$ cat src/rtl/alu_arbiter.sv
// alu_arbiter: lets two requester ports share one combinational ALU.
//
// Each cycle at most one port is granted. The granted port's operands go to
// the shared ALU, and the ALU result is registered into that port's response
// slot. If both ports are eligible, a 1-bit round-robin pointer decides which
// one wins. A port whose response is still waiting to be taken is not
// eligible. A new grant can reuse the slot in the same cycle the old response
// is consumed, so each port can complete one operation per cycle.
//
// Ports
//   clk, reset_n            clock, asynchronous active-low reset
//   pN_req_valid/ready      request handshake (ready = granted this cycle)
//   pN_a, pN_b, pN_op       request operands and ALU op (held by the requester)
//   pN_rsp_valid/ready      response handshake
//   pN_rsp_data             registered result
//   alu_a, alu_b, alu_op    operands and op driven to the shared ALU
//   alu_out                 ALU result, available in the same cycle
module alu_arbiter #(
    parameter int DATA_W = 32
) (
    input  logic              clk,
    input  logic              reset_n,

    input  logic              p0_req_valid,
    output logic              p0_req_ready,
    input  logic [DATA_W-1:0] p0_a,
    input  logic [DATA_W-1:0] p0_b,
    input  logic [3:0]        p0_op,
    output logic              p0_rsp_valid,
    input  logic              p0_rsp_ready,
    output logic [DATA_W-1:0] p0_rsp_data,

    input  logic              p1_req_valid,
    output logic              p1_req_ready,
    input  logic [DATA_W-1:0] p1_a,
    input  logic [DATA_W-1:0] p1_b,
    input  logic [3:0]        p1_op,
    output logic              p1_rsp_valid,
    input  logic              p1_rsp_ready,
    output logic [DATA_W-1:0] p1_rsp_data,

    output logic [DATA_W-1:0] alu_a,
    output logic [DATA_W-1:0] alu_b,
    output logic [3:0]        alu_op,
    input  logic [DATA_W-1:0] alu_out
);

    logic              r_p0_rsp_valid;
    logic              r_p1_rsp_valid;
    logic [DATA_W-1:0] r_p0_rsp_data;
    logic [DATA_W-1:0] r_p1_rsp_data;
    logic              r_rr_ptr;      // 0: port 0 wins a tie, 1: port 1 wins

    logic              w_elig0;
    logic              w_elig1;
    logic              w_gnt0;
    logic              w_gnt1;

    // Gating with reset_n keeps grants and ALU drive quiet while reset is
    // held. Otherwise a request that is already pending would appear to be
    // accepted during reset.
    assign w_elig0 = reset_n & p0_req_valid & (~r_p0_rsp_valid | p0_rsp_ready);
    assign w_elig1 = reset_n & p1_req_valid & (~r_p1_rsp_valid | p1_rsp_ready);

    assign w_gnt0 = w_elig0 & (~w_elig1 | ~r_rr_ptr);
    assign w_gnt1 = w_elig1 & (~w_elig0 |  r_rr_ptr);

    assign p0_req_ready = w_gnt0;
    assign p1_req_ready = w_gnt1;
    assign p0_rsp_valid = r_p0_rsp_valid;
    assign p1_rsp_valid = r_p1_rsp_valid;
    assign p0_rsp_data  = r_p0_rsp_data;
    assign p1_rsp_data  = r_p1_rsp_data;

    always_comb begin
        alu_a  = '0;
        alu_b  = '0;
        alu_op = 4'b0000;
        if (w_gnt0) begin
            alu_a  = p0_a;
            alu_b  = p0_b;
            alu_op = p0_op;
        end else if (w_gnt1) begin
            alu_a  = p1_a;
            alu_b  = p1_b;
            alu_op = p1_op;
        end
    end

    always_ff @(posedge clk or negedge reset_n) begin
        if (!reset_n) begin
            r_p0_rsp_valid <= 1'b0;
            r_p0_rsp_data  <= '0;
        end else if (w_gnt0) begin
            r_p0_rsp_valid <= 1'b1;
            r_p0_rsp_data  <= alu_out;
        end else if (p0_rsp_ready) begin
            r_p0_rsp_valid <= 1'b0;
        end
    end

    always_ff @(posedge clk or negedge reset_n) begin
        if (!reset_n) begin
            r_p1_rsp_valid <= 1'b0;
            r_p1_rsp_data  <= '0;
        end else if (w_gnt1) begin
            r_p1_rsp_valid <= 1'b1;
            r_p1_rsp_data  <= alu_out;
        end else if (p1_rsp_ready) begin
            r_p1_rsp_valid <= 1'b0;
        end
    end

    // After a grant, the pointer moves to the other port. It holds when idle.
    always_ff @(posedge clk or negedge reset_n) begin
        if (!reset_n) begin
            r_rr_ptr <= 1'b0;
        end else if (w_gnt0) begin
            r_rr_ptr <= 1'b1;
        end else if (w_gnt1) begin
            r_rr_ptr <= 1'b0;
        end
    end

endmodule

$ cat config.mk
export PLATFORM = sky130hd
export DESIGN_NAME = alu_arbiter
export DESIGN_NICKNAME = d
export VERILOG_FILES = /design/src/rtl/alu_arbiter.sv
export SDC_FILE = /design/constraint.sdc
export NUM_CORES = 1
export LEC_CHECK = 0
export CELL_PAD_IN_SITES_DETAIL_PLACEMENT = 1
export CELL_PAD_IN_SITES_GLOBAL_PLACEMENT = 2
export CORE_MARGIN = 5
export CORE_UTILIZATION = 18
export CTS_BUF_LIST = sky130_fd_sc_hd__clkbuf_2 sky130_fd_sc_hd__clkbuf_4 sky130_fd_sc_hd__clkbuf_8
export CTS_CLUSTER_SIZE = 28
export DETAILED_ROUTE_END_ITERATION = 10
export GPL_TIMING_DRIVEN = 0
export PLACE_DENSITY = 0.94
export RECOVER_POWER = 50
export SLEW_MARGIN = 10
export SYNTH_ARGS = -nofsm -noshare
export SYNTH_HDL_FRONTEND = slang
export SYNTH_SLANG_ARGS = --single-unit
export TNS_END_PERCENT = 10
$ cat constraint.sdc
create_clock -name clk -period 3.1 [get_ports clk]
set_clock_uncertainty 0.1 [all_clocks]
set_input_delay 0.465 -clock clk [delete_from_list [all_inputs] [get_ports clk]]
set_output_delay 0.465 -clock clk [all_outputs]
set_load 0.05 [all_outputs]
==> run_results.csv <==
group,metric,value,unit
sta,drv_slew,69,
final_layout,diodes,0,
power_and_ir_drop,seq_power_share,26.4,%
synth,synth-async-reset-ratio,100,%
synth,syn_inst,389,
setup_path,end_kind,"output port",
min_path,hold_depth,1,
setup_path,worstReg2RegStart,"p1_rsp_valid",
routing,wl_per_cell,18.1,um
synth,netlist_top_cells_area,"dfrtp_1 46%, mux2_2 16%, nand2_1 14%, o22ai_1 12%, mux2_1 3.4%",
floorplan,design.core.area,0.0200,mm^2
place,io_buffers,309,
min_path,min_from,"p1_rsp_data[18]",
floorplan,ios,310,
final_layout,drive_above_1_share,24.2,%
synth,synth_area,0.00363,mm^2
power_and_ir_drop,cell_internal_pwr,0.00255,W
synth,synth.avg_cell_area,9.34,um^2
floorplan,dieArea,0.0231,mm^2
power_and_ir_drop,p_sw,0.00215,W
synth,synth_edf_count,0,
synth,seq_area_frac_synth,46.1,%
sta,rsz0062_at_grt,"true",
routing,vias,4210,
synth,synth_top_area_share,46.1,%
power_and_ir_drop,clock_power_share,17.4,%
power_and_ir_drop,p_leak,2.99,nW
clocking,clk_latency,0.34,ns
status,status,"finished, violations left",
setup_path,cp_max_fo,10,
global_route,grt_antenna_before_repair,2,
routing,ant_nets,0,
clocking,cts-root-buf,"clkbuf_8",
clocking,cts.htree.levels,3,
synth,synth_cell_type_count,19,
final_layout,syn_to_final_growth,99.4,%
synth,yosysWarnings,0,
synth,syn-num-nets,563,
place,pre_cts_slack,-1.11,ns
final_layout,nNetsFinal,888,
sta,maxSlewHeadroom,-21.4,%
sta,clock.fmax,330,MHz
setup_path,setup.worst_path.class,"input pin to output port",
sta,period_share,97.6,%
routing,dr.pass1.iters,5,
global_route,grt_pass1_wl,26900,um
min_path,hp-class,"flop to flop",
global_route,grt_pass1_vias,4559,
place,hpwl,14700,um
routing,drt_iter0_markers,130,
clocking,clk_pin_slew,0.07,ns
floorplan,core.rowCount,52,
global_route,grt_overflow,0,
job,cap_violations,2,
synth,ys_ff_latch,67,
routing,wl,17900,um
final_layout,fin_util,36.2,%
setup_path,setup.worst_path.start,"p0_rsp_ready",
power_and_ir_drop,ir_worst_vdd,0.259,mV
global_route,grt_max_degree,35,
setup_path,crit_arrival,2.46,ns
sta,worstMarginPinSlew,1.82,ns
clocking,numCtsBuffers,9,
status,violations,"capacitance limit, slew limit",
sta,setup-violations-final,0,
power_and_ir_drop,power_frac_comb,56.2,%
setup_path,startpoint_type,"input pin",
sta,hold_violations,0,
final_layout,num-fill-cells,2390,
power_and_ir_drop,p_per_area,649,mW/mm^2
sta,hold-worst-slack,0.388,ns
floorplan,die_h,152,um
floorplan,die_x,152,um
routing,vias_per_cell,4.26,
place,gp_congestion,0.814,
global_route,grt_use_total,14.7,%
final_layout,mostFrequentLayoutCell,"clkdlybuf4s50_1",
clocking,cts_tree,"built",
power_and_ir_drop,power.share.switching,45.7,%
final_layout,final_cell_mix,"239 x clkdlybuf4s50_1, 140 x nand2_1, 67 x o22ai_1, 67 x dfrtp_1, 53 x mux2_2",
setup_path,reg2regPathDepth,5,
sta,postLayoutSetupSlackWorst,0.0738,ns
floorplan,initial_core_util,18.1,%
synth,synth_largest_area_cell,"dfrtp_1",
synth,synth_flop_cell,"dfrtp_1",
setup_path,critPathRequiredTime,2.53,ns
clocking,cts_sinks,67,
routing,drc_errors,0,
sta,post-route-min-period,3.03,ns
clocking,clock_path_buffers,2,
-- synth_stat cells (3+ instances only) --
master,count
buf_6,3
mux2_2,53
nand2_1,140
dfrtp_1,67
clkbuf_1,20
buf_2,9
buf_4,3
o22ai_1,68
mux2_1,11
-- area by class of cell --
cell class,count,area [um^2],share of cell area [%]
Multi-Input combinational cell,283,1780,24.6
Tap cell,270,338,4.66
Sequential cell,67,1680,23.1
Inverter,2,7.51,0.104
Buffer,37,206,2.85
Clock buffer,10,138,1.90
Timing Repair Buffer,314,3010,41.6
Clock inverter,6,87.6,1.21
-- power by group through the flow --
stage / Combinational [W] / Clock [W] / Sequential, W
after floorplan: 0.000758 / 0 / 0.00210
after global routing: 0.00275 / 0.000889 / 0.00127
final: 0.00264 / 0.000818 / 0.00124
after detailed placement: 0.00270 / 0 / 0.00126
after global placement: 0.00267 / 0 / 0.00124
after CTS: 0.00268 / 0.000852 / 0.00124
-- critical path: stages --
cell             delay, ns
clkdlybuf4s50_1       0.39
nand2b_1              0.14
buf_2                 0.18
a211o_4               0.38
buf_2                 0.19
o22ai_1               0.18
clkdlybuf4s15_1       0.54
-- cells by family (layout without fill, tap and decap cells) --
group           after synthesis  after routing  share of synthesized area (%)
buf+inv                      39            369                           5.27
simple gates                145            145                           15.3
compound gates               74             74                           13.5
flops                        67             67                           46.1
mux                          64             64                           19.8
-- timing repair --
item	in CTS	in global routing
hold buffers	3	0
buffers inserted	1	0
endpoints found under the hold margin	34	0
endpoints found under the setup margin	70	53
gates resized for setup	267	48
pin swaps	1	0
-- metal layers --
layer	wire length (um)	vias to the layer above	GRT usage, %
met5	21	-	0
met4	305	4	4.15
met3	1520	23	5.38
met2	9330	187	26.6
met1	6690	1989	16.1
li1	-	2007	-
-- path summary, 6_finish.rpt --
kind	to	slack, ns
setup / recovery	alu_a[31]	0.07
hold / removal	p1_rsp_data[18]	0.39
setup reg to reg	p0_rsp_data[0]	1.14
hold reg to reg	p1_rsp_data[18]	0.39
max in group asynchronous	p1_rsp_data[8]	0.94
min in group asynchronous	p1_rsp_data[17]	0.90
-- registers in the layout, indices dropped and copies added, names as in the netlist --
register / count
r_rr_ptr: 1
p0_rsp_valid: 1
p1_rsp_valid: 1
p0_rsp_data: 32
p1_rsp_data: 32
-- stage by stage --
step	std cells	area, um^2	setup TNS [ns]	total power (W)
6_report	989	7250	0	0.00470
5_1_grt	989	7250	-0.0548	0.00491
4_1_cts	989	7300	-0.132	0.00477
3_5_place_dp	969	7080	-60.26	0.00396
3_3_place_gp	968	7070	-382.19	0.00391
2_1_floorplan	389	3630	0	0.00286
(Power assumes the default switching activity.)
